## config.mk

```make
export PLATFORM = sky130hd
export DESIGN_NAME = gth_link_seq_flat
export DESIGN_NICKNAME = d
export VERILOG_FILES = /design/src/rtl/gth_link_seq_if.sv /design/src/rtl/gth_link_seq.sv /design/src/flat_wrapper.sv
export SDC_FILE = /design/constraint.sdc
export NUM_CORES = 1
export LEC_CHECK = 0
export ABC_AREA = 1
export BUFFER_PORTS_ARGS = -buffer_cell sky130_fd_sc_hd__buf_2
export CAP_MARGIN = 10
export CORE_UTILIZATION = 29
export CTS_CLUSTER_SIZE = 16
export DETAILED_ROUTE_END_ITERATION = 8
export HOLD_SLACK_MARGIN = 0.12
export SKIP_CTS_REPAIR_TIMING = 1
export SLEW_MARGIN = 20
export SYNTH_ARGS = -nofsm -noshare
export SYNTH_HDL_FRONTEND = slang
export SYNTH_SLANG_ARGS = --single-unit
```

## constraint.sdc

```tcl
create_clock -name clk -period 2.1 [get_ports clk]
set_input_delay 0.315 -clock clk [delete_from_list [all_inputs] [get_ports clk]]
set_output_delay 0.315 -clock clk [all_outputs]
set_load 0.01 [all_outputs]
```

## src/rtl/gth_link_seq_if.sv

```systemverilog
`default_nettype none
// ============================================================================
//  Module      : gth_link_seq_if
//  Description : Control/status bundle between the GTH link sequencer and
//                the logic around it (enable, restart, transceiver status,
//                transceiver reset, link state reporting).
//                Optional macro GTH_LINK_SEQ_LOSS_CNT_EN adds loss_cnt.
//  Revision    : 1.0  initial release
// ============================================================================
interface gth_link_seq_if;
   logic        en;
   logic        restart;
   logic [3:0]  status;
   logic        rxclk_vld;
   logic        gth_rst;
   logic        link_up;
   logic        fail;
   logic [7:0]  retry_cnt;
   logic [2:0]  state;
`ifdef GTH_LINK_SEQ_LOSS_CNT_EN
   logic [15:0] loss_cnt;
`endif

   // Sequencer side
   modport slave (
      input  en,
      input  restart,
      input  status,
      input  rxclk_vld,
      output gth_rst,
      output link_up,
      output fail,
      output retry_cnt,
`ifdef GTH_LINK_SEQ_LOSS_CNT_EN
      output loss_cnt,
`endif
      output state
   );

   // Controlling side (software bridge / testbench)
   modport master (
      output en,
      output restart,
      output status,
      output rxclk_vld,
      input  gth_rst,
      input  link_up,
      input  fail,
      input  retry_cnt,
`ifdef GTH_LINK_SEQ_LOSS_CNT_EN
      input  loss_cnt,
`endif
      input  state
   );
endinterface
`default_nettype wire

```

## src/rtl/gth_link_seq.sv

```systemverilog
`default_nettype none
// ============================================================================
//  Module      : gth_link_seq
//  Description : Bring-up and supervision sequencer for the SFP0 GTH
//                transceiver. Holds the transceiver in reset, waits for PLL
//                lock, reset-done/CDR lock and a stable recovered clock,
//                retries with timeouts and reports link state.
//                Optional macro GTH_LINK_SEQ_LOSS_CNT_EN adds a saturating
//                count of link losses (loss_cnt).
//  Revision    : 1.0  initial release
// ============================================================================
module gth_link_seq #(
   parameter int unsigned RST_HOLD   = 32,
   parameter int unsigned LOCK_TO    = 250000,
   parameter int unsigned STABLE_CYC = 1024,
   parameter int unsigned MAX_RETRY  = 8
) (
   input  wire logic       clk,
   input  wire logic       rst,
   gth_link_seq_if.slave   lnk
);

   // The shared timer times both the reset hold and the wait-state timeouts.
   localparam int unsigned TMR_MAX = (LOCK_TO > RST_HOLD) ? LOCK_TO : RST_HOLD;
   localparam int unsigned TMR_W   = $clog2(TMR_MAX + 1);
   localparam int unsigned STB_W   = $clog2(STABLE_CYC + 1);

   typedef enum logic [2:0] {
      ST_IDLE      = 3'd0,
      ST_RESET     = 3'd1,
      ST_WAIT_PLL  = 3'd2,
      ST_WAIT_DONE = 3'd3,
      ST_WAIT_CLK  = 3'd4,
      ST_UP        = 3'd5,
      ST_FAIL      = 3'd6
   } state_t;

   state_t             state_q, state_d;
   logic [TMR_W-1:0]   timer_q, timer_d;
   logic [STB_W-1:0]   stab_q, stab_d;
   logic [7:0]         retry_q, retry_d;

   logic [3:0]         status_m_q, status_s_q;
   logic               rxclk_m_q, rxclk_s_q;

   logic [TMR_W-1:0]   timer_inc;
   logic [7:0]         retry_inc;
   logic               timeout;
   logic               attempt_fail;

   // Two-flop synchronizers for the asynchronous transceiver status.
   always_ff @(posedge clk) begin
      if (rst) begin
         status_m_q <= 4'd0;
         status_s_q <= 4'd0;
         rxclk_m_q  <= 1'b0;
         rxclk_s_q  <= 1'b0;
      end else begin
         status_m_q <= lnk.status;
         status_s_q <= status_m_q;
         rxclk_m_q  <= lnk.rxclk_vld;
         rxclk_s_q  <= rxclk_m_q;
      end
   end

   // Saturating increments; every counter stops at its terminal value.
   assign timer_inc = (timer_q == TMR_W'(TMR_MAX)) ? timer_q : timer_q + 1'b1;
   assign retry_inc = (retry_q == 8'hFF) ? retry_q : retry_q + 8'd1;
   assign timeout   = (timer_q >= TMR_W'(LOCK_TO - 1));

   // Next-state, counter and retry decisions.
   always_comb begin
      state_d      = state_q;
      timer_d      = timer_q;
      stab_d       = stab_q;
      retry_d      = retry_q;
      attempt_fail = 1'b0;

      case (state_q)
         ST_IDLE: begin
            if (lnk.en) state_d = ST_RESET;
         end
         ST_RESET: begin
            if (timer_q >= TMR_W'(RST_HOLD - 1)) state_d = ST_WAIT_PLL;
            else                                  timer_d = timer_inc;
         end
         ST_WAIT_PLL: begin
            if (status_s_q[0])  state_d      = ST_WAIT_DONE;
            else if (timeout)   attempt_fail = 1'b1;
            else                timer_d      = timer_inc;
         end
         ST_WAIT_DONE: begin
            if (&status_s_q[3:1]) state_d      = ST_WAIT_CLK;
            else if (timeout)     attempt_fail = 1'b1;
            else                  timer_d      = timer_inc;
         end
         ST_WAIT_CLK: begin
            if (rxclk_s_q && (stab_q >= STB_W'(STABLE_CYC - 1))) begin
               state_d = ST_UP;
               retry_d = 8'd0;
            end else if (timeout) begin
               attempt_fail = 1'b1;
            end else begin
               timer_d = timer_inc;
               // A single low cycle restarts the stability window.
               stab_d  = rxclk_s_q ? stab_q + 1'b1 : '0;
            end
         end
         ST_UP: begin
            if (!status_s_q[0] || !status_s_q[3] || !rxclk_s_q) state_d = ST_RESET;
         end
         ST_FAIL: begin
            state_d = ST_FAIL;
         end
         default: begin
            state_d = ST_IDLE;
         end
      endcase

      if (attempt_fail) begin
         retry_d = retry_inc;
         state_d = (retry_inc >= 8'(MAX_RETRY)) ? ST_FAIL : ST_RESET;
      end

      // restart beats timeout/success; en=0 beats restart.
      if (lnk.restart) begin
         state_d = ST_RESET;
         retry_d = 8'd0;
      end
      if (!lnk.en) begin
         state_d = ST_IDLE;
         retry_d = 8'd0;
      end

      // Timers start from zero on every state entry and on forced moves.
      if ((state_d != state_q) || lnk.restart || !lnk.en) begin
         timer_d = '0;
         stab_d  = '0;
      end
   end

   // State, timer and retry registers.
   always_ff @(posedge clk) begin
      if (rst) begin
         state_q <= ST_IDLE;
         timer_q <= '0;
         stab_q  <= '0;
         retry_q <= 8'd0;
      end else begin
         state_q <= state_d;
         timer_q <= timer_d;
         stab_q  <= stab_d;
         retry_q <= retry_d;
      end
   end

   assign lnk.gth_rst   = (state_q == ST_IDLE) || (state_q == ST_RESET) || (state_q == ST_FAIL);
   assign lnk.link_up   = (state_q == ST_UP);
   assign lnk.fail      = (state_q == ST_FAIL);
   assign lnk.retry_cnt = retry_q;
   assign lnk.state     = state_q;

`ifdef GTH_LINK_SEQ_LOSS_CNT_EN
   logic [15:0] loss_q;
   logic        loss_ev;

   // A loss is an UP->RESET move that was not forced by restart or en=0.
   assign loss_ev = (state_q == ST_UP) && (state_d == ST_RESET) && lnk.en && !lnk.restart;

   // Saturating loss counter; survives en=0, cleared by restart.
   always_ff @(posedge clk) begin
      if (rst || lnk.restart)               loss_q <= 16'd0;
      else if (loss_ev && (loss_q != 16'hFFFF)) loss_q <= loss_q + 16'd1;
   end

   assign lnk.loss_cnt = loss_q;
`endif

endmodule
`default_nettype wire

```

## src/flat_wrapper.sv

```systemverilog
// flat-port wrapper written by rule: the top's interface ports become plain ports
module gth_link_seq_flat 
#(
   parameter int unsigned RST_HOLD   = 32,
   parameter int unsigned LOCK_TO    = 250000,
   parameter int unsigned STABLE_CYC = 1024,
   parameter int unsigned MAX_RETRY  = 8
)
  (clk, rst, lnk_en, lnk_restart, lnk_status, lnk_rxclk_vld, lnk_gth_rst, lnk_link_up, lnk_fail, lnk_retry_cnt, lnk_state);
  gth_link_seq_if lnk_i ();
  input  wire logic clk;
  input  wire logic rst;
  input wire logic [$bits(lnk_i.en)-1:0] lnk_en;
  input wire logic [$bits(lnk_i.restart)-1:0] lnk_restart;
  input wire logic [$bits(lnk_i.status)-1:0] lnk_status;
  input wire logic [$bits(lnk_i.rxclk_vld)-1:0] lnk_rxclk_vld;
  output wire logic [$bits(lnk_i.gth_rst)-1:0] lnk_gth_rst;
  output wire logic [$bits(lnk_i.link_up)-1:0] lnk_link_up;
  output wire logic [$bits(lnk_i.fail)-1:0] lnk_fail;
  output wire logic [$bits(lnk_i.retry_cnt)-1:0] lnk_retry_cnt;
  output wire logic [$bits(lnk_i.state)-1:0] lnk_state;
  assign lnk_i.en = lnk_en;
  assign lnk_i.restart = lnk_restart;
  assign lnk_i.status = lnk_status;
  assign lnk_i.rxclk_vld = lnk_rxclk_vld;
  assign lnk_gth_rst = lnk_i.gth_rst;
  assign lnk_link_up = lnk_i.link_up;
  assign lnk_fail = lnk_i.fail;
  assign lnk_retry_cnt = lnk_i.retry_cnt;
  assign lnk_state = lnk_i.state;
  gth_link_seq #(.RST_HOLD(RST_HOLD), .LOCK_TO(LOCK_TO), .STABLE_CYC(STABLE_CYC), .MAX_RETRY(MAX_RETRY)) u_core (.clk(clk), .rst(rst), .lnk(lnk_i));
endmodule
```

Word-level counts from Yosys, hierarchy flattened
Index checks and enable logic that the tools add are counted.

cells by class
  add/subtract/negate cells = 3
  $lt $le $gt $ge = 4
  eq/ne operators = 13
  muxes and demuxes = 27
  bitwise operators = 3
  reduce and logical (&&, ||, !) cells = 21

operator list
  operator                                                              count
  2-to-1 mux 18 bit                                                     6
  case mux 18 bit (4 select lines)                                      1
  2-to-1 mux 8 bit                                                      4
  2-to-1 mux 3 bit                                                      9
  case mux 3 bit (7 select lines)                                       1
  adder 18 x 1 -> 18 bit (second input constant)                        1
  equality test 18 bit (second input constant)                          1
  greater-or-equal comparator 18 bit (second input constant)            1
  greater-or-equal comparator 18 x 5 -> 1 bit (second input constant)   1
  adder 11 x 1 -> 11 bit (second input constant)                        1
  greater-or-equal comparator 11 x 10 -> 1 bit (second input constant)  1
  2-to-1 mux 11 bit                                                     1
  equality test 3 bit (second input constant)                           3
  adder 8 x 1 -> 8 bit (second input constant)                          1
  equality test 8 bit (second input constant)                           1
  greater-or-equal comparator 8 x 4 -> 1 bit (second input constant)    1
  inequality test 2 bit (second input constant)                         4
  equality test 3 x 2 -> 1 bit (second input constant)                  2
  logical OR 1 bit                                                      6
  AND reduction 3 bit                                                   2
  AND reduction 5 bit                                                   1
  logical NOT 1 bit                                                     4
  2-to-1 mux 1 bit                                                      4
  nonzero test 2 bit                                                    2
  10 further kinds                                                      12

word-level totals
  bits in registers = 50
  input bits = 9
  output and inout port bits = 14
  word-level logic and storage cells = 79

Logic depth before layout (Yosys ltp)
  depth in word-level cells = 12
  gate-level depth with buffers = 18
  mapped depth without buffers = 16

Worst setup path after synthesis
OpenSTA, ideal clock, no wires.

  path type = register -> register
  from = register u_core.retry_q[0] (netlist: u_core.lnk.retry_cnt[0])
  to = register u_core.stab_q[1]
  setup time = 0.124 ns
  arrival = 2.025 ns
  data required time = 1.976 ns
  path slack = -0.049 ns
  stages on the path, launching flop included = 17
  buffers on the path = 2
  clock period less this slack = 2.149 ns
  path through = dfxtp_1 > ha_1 > nand2_1 > nor2_2 > nor2_1 > nor2_1 > nand3_1 > nor3_2 > nand3_2 > nand3_1 > nand2_1 > nand2_1 > nand2_1 > nand3_2 > buf_6 > buf_12 > nor2_4

between the ends
  longest elaborated chain between the ends = 11
  elaborated cells between the ends (all ways) = 12
  classes of those cells = add/sub: 1; order compare: 1; eq/ne: 2; mux: 5; reduce/logical: 3

ends and longest elaborated chain
  item                                                         line                 source
  start: declaration                                           gth_link_seq.sv:41   logic [7:0] retry_q, retry_d;
  start signal: assignment                                     gth_link_seq.sv:153  retry_q <= retry_d;
  adder 8 x 1 -> 8 bit or equality test 8 bit (tied branches)  gth_link_seq.sv:68   assign retry_inc = (retry_q == 8'hFF) ? retry_q : retry_q + 8'd1;
  2-to-1 mux 8 bit (*)                                         gth_link_seq.sv:68
  greater-or-equal comparator 8 x 4 -> 1 bit (*)               gth_link_seq.sv:122  state_d = (retry_inc >= 8'(MAX_RETRY)) ? ST_FAIL : ST_RESET;
  2-to-1 mux 3 bit (*)                                         gth_link_seq.sv:122
  2-to-1 mux 3 bit (*)                                         gth_link_seq.sv:120  if (attempt_fail) begin
  2-to-1 mux 3 bit (*)                                         gth_link_seq.sv:126  if (lnk.restart) begin
  2-to-1 mux 3 bit (*)                                         gth_link_seq.sv:130  if (!lnk.en) begin
  inequality test 3 bit (*)                                    gth_link_seq.sv:136  if ((state_d != state_q) || lnk.restart || !lnk.en) begin
  logical OR 1 bit (*) (2 in series)                           gth_link_seq.sv:136
  OR reduction 2 bit (no source line) (*)                      n/a
  end signal: assignment                                       gth_link_seq.sv:152  stab_q <= stab_d;
  end: declaration                                             gth_link_seq.sv:40   logic [STB_W-1:0] stab_q, stab_d;

Mark *: on every way between the ends. The rest lies on a longest branch, timed or not.
A chain may end at the register's enable or synchronous reset.

Final worst setup path
  from = register u_core.retry_q[0] (netlist: u_core.lnk.retry_cnt[0])
  to = register u_core.stab_q[10]

Same word-level chain as after synthesis.

==> flow_summary.toml <==
[power]
vdd_drop_max_mv = 0.319
leakage_nw = 1.65
report.power.total_mw = 1.65
pwr_density_cell_nw_per_um2 = 404

[clock_network]
worstSkewPairLatency_ps = 310
cts_buffer_depth = 2
clkTransAtPathRegs_ps = 100
cts_sinks = 50
cts_buffers = 5
h-tree-depth = 2
cts_tree = "built"
root_buffer = "clkbuf_8"

[layout]
drive_above_1_share_pct = 34.3
stdcell_count = 655
fillers = 1075
n_antenna_cell = 0
utilization_pct = 39.8
areaGrowthSynthToFinish_pct = 33.8
final_net_count = 531

[timing]
drv_slew = 0
finalCritPeriodShare_pct = 104
relSlewSlack_pct = 71.6
setup_tns_ps = -1920
hold_violations = 0
max_freq_mhz = 457
tightest_slew_ps = 423
setup_ws_ps = -86.9
skew_ps = 9.74
rsz0062_at_grt = "true"
finalCriticalPeriod_ps = 2190
setup-violations-final = 29
hold_slack_ps = 204

[setup_path]
crit_path_max_fanout = 9
required_ps = 2360
critPathKind = "register to register"
r2r_start = "u_core.lnk.retry_cnt[0]"
r2r_slack_ps = -90
startpoint_type = "register"
worstPathArrival_ps = 2450
reg2regPathDepth = 14
critPathCaptureType = "register"
crit-reg2reg-capture = "u_core.stab_q[10]"

[synth]
synth_top_area_share_pct = 32.8
yosysUniqueCellTypes = 36
netlist.top_cell.by_area = "dfxtp_1"
synth.yosys.seq_area_share_pct = 32.8
syn_area_um2 = 3050
synthTopCellsByArea = "dfxtp_1 33%, nand2_1 9.5%, nor2_1 9.0%"
yosysWarnings = 0
syn_avg_cell_area_um2 = 6.85
syn_nets = 459
syn_inst = 446
ys_ff_latch = 50

[floorplan]
dieArea_um2 = 10900
die_w_um = 105
coreArea_um2 = 10300
initial_core_util_pct = 29.7
fp.dieH_um = 105
rows = 37
io_pins = 23

[route]
drtPass1Iterations = 4
wl_per_cell_um = 11.0
drt-vias-per-instance = 4.57
drc = 0
drt_iter0_markers = 108
wl_mm = 7.18
antenna_left = 0
vias = 2995

[run_status]
outcome = "complete, but fails checks"
violations = "setup timing"

[worst_hold_path]
hp-start = "lnk_status[0]"
hold_path.class = "primary input to register"
hold-path-cell-count = 3
holdPathEnd = "u_core.status_m_q[0]"

[grt]
grt_pass1_wl_mm = 11.3
grt_start_max_net_pins = 20
grt_overflow = 0
grt_util_all_layers_pct = 12.4
antenna_found_initial = 0
grt_pass1_vias = 2682

[placement]
port_buffers = 22
dpl.hpwl_mm = 5.09
dp.cells = 633
gp_congestion = 0.838

[run]
max_cap_viol_count = 0
registers in the layout, summed over array words and instances, names as in the netlist:
register	flops
u_core.status_m_q	4
u_core.lnk.retry_cnt	8
u_core.timer_q	18
u_core.rxclk_m_q	1
u_core.status_s_q	4
u_core.rxclk_s_q	1
u_core.stab_q	11
u_core.lnk.state	3
critical path, cell delays in order, from the launching register on:
cell and delay, ps:
dfxtp_4 380, ha_4 150, nand2_4 60, nor2_4 110, nor2_2 60, nor2_4 140
nand3_4 90, nor3_4 220, nand3_4 130, nand4_1 130, nand2_2 80, nor2_4 130
nand3_4 140, clkbuf_16 210, nor2_1 90
power by group:
part           internal [mW]  leakage (nW)  switching (mW)
clock network          0.265        0.0472           0.335
logic                 0.0377          1.20          0.0535
registers              0.956         0.410         0.00579
total                   1.26          1.65           0.394
cell type report:
class                           instances  area, um2  share of cell area [%]
Clock inverter                          2       12.5                   0.306
Inverter                               71        267                    6.52
Sequential cell                        50       1010                    24.8
Tap cell                              136        170                    4.16
Clock buffer                            6       82.6                    2.02
Timing Repair Buffer                   74        576                    14.1
Multi-Input combinational cell        316       1970                    48.1
through the flow:
step | cell area, um2 | setup slack, ps
6_report | 4090 | -86.9
5_1_grt | 4090 | -242
4_1_cts | 3680 | -105
3_5_place_dp | 3580 | -75.2
3_3_place_gp | 3580 | -35.5
2_1_floorplan | 3060 | 1.22
cell usage after synthesis (all sizes together):
library cell / number
clkbuf: 2
a31oi: 1
dfxtp: 50
o211ai: 1
nor2: 94
a211oi: 1
nor3: 13
clkinv: 1
o21ai: 11
nand2: 82
or2: 1
a21oi: 22
nand3b: 1
o21bai: 2
nand4: 16
nor4: 2
o21a: 1
inv: 70
o31ai: 3
buf: 7
nand3: 39
xor2: 22
ha: 4
cell usage in the layout, fill, tap and decap left out, types with 2 or more instances in the layout:
cell type	netlist	final
nor2_1	73	61
buf_6	1	4
nand3_1	32	26
xor2_2	0	2
clkbuf_8	0	6
dfxtp_2	0	8
inv_2	8	10
nor4_1	2	2
inv_1	62	61
nand2_2	4	13
nand2_4	1	4
a21oi_1	21	16
clkbuf_16	0	2
nor3_1	11	11
xor2_1	22	20
nand3_2	7	8
dfxtp_1	50	41
ha_4	0	2
nor2_4	12	19
o21ai_0	11	11
o21bai_1	2	2
nor3_4	1	2
buf_2	4	22
buf_4	1	44
nor2_2	8	13
a21oi_2	1	6
buf_12	1	2
nand3_4	0	5
nand4_1	16	16
nand2_1	77	65
o31ai_1	3	3
metal layers:
| layer | track usage [%] | up-vias | part of all wire, % |
|---|---|---|---|
| met1 | 15.6 | 1367 | 45 |
| met3 | 2.18 | 14 | 3.7 |
| met4 | 4.43 | 0 | 1.8 |
| met5 | 0 | - | 0 |
| met2 | 21.2 | 57 | 50 |
| li1 | - | 1557 | - |
cell families after synthesis:
group | synth area share [%]
simple gates | 40.7
buf+inv | 10.9
flops | 32.8
xor+xnor | 6.31
compound gates | 7.70
fa+ha+maj | 1.64
worst max-delay path by stage:
| stage | from | endpoint |
|---|---|---|
| 2_1_floorplan | u_core.lnk.retry_cnt[1] | u_core.stab_q[1] |
| 3_3_place_gp | u_core.lnk.retry_cnt[0] | u_core.stab_q[5] |
| 3_5_place_dp | u_core.lnk.retry_cnt[0] | u_core.timer_q[10] |
| 4_1_cts | u_core.lnk.retry_cnt[0] | u_core.timer_q[10] |
| 5_1_grt | u_core.lnk.retry_cnt[0] | u_core.timer_q[13] |
| 6_report | u_core.lnk.retry_cnt[0] | u_core.stab_q[10] |
No activity file was read; power rests on OpenSTA's default activity.
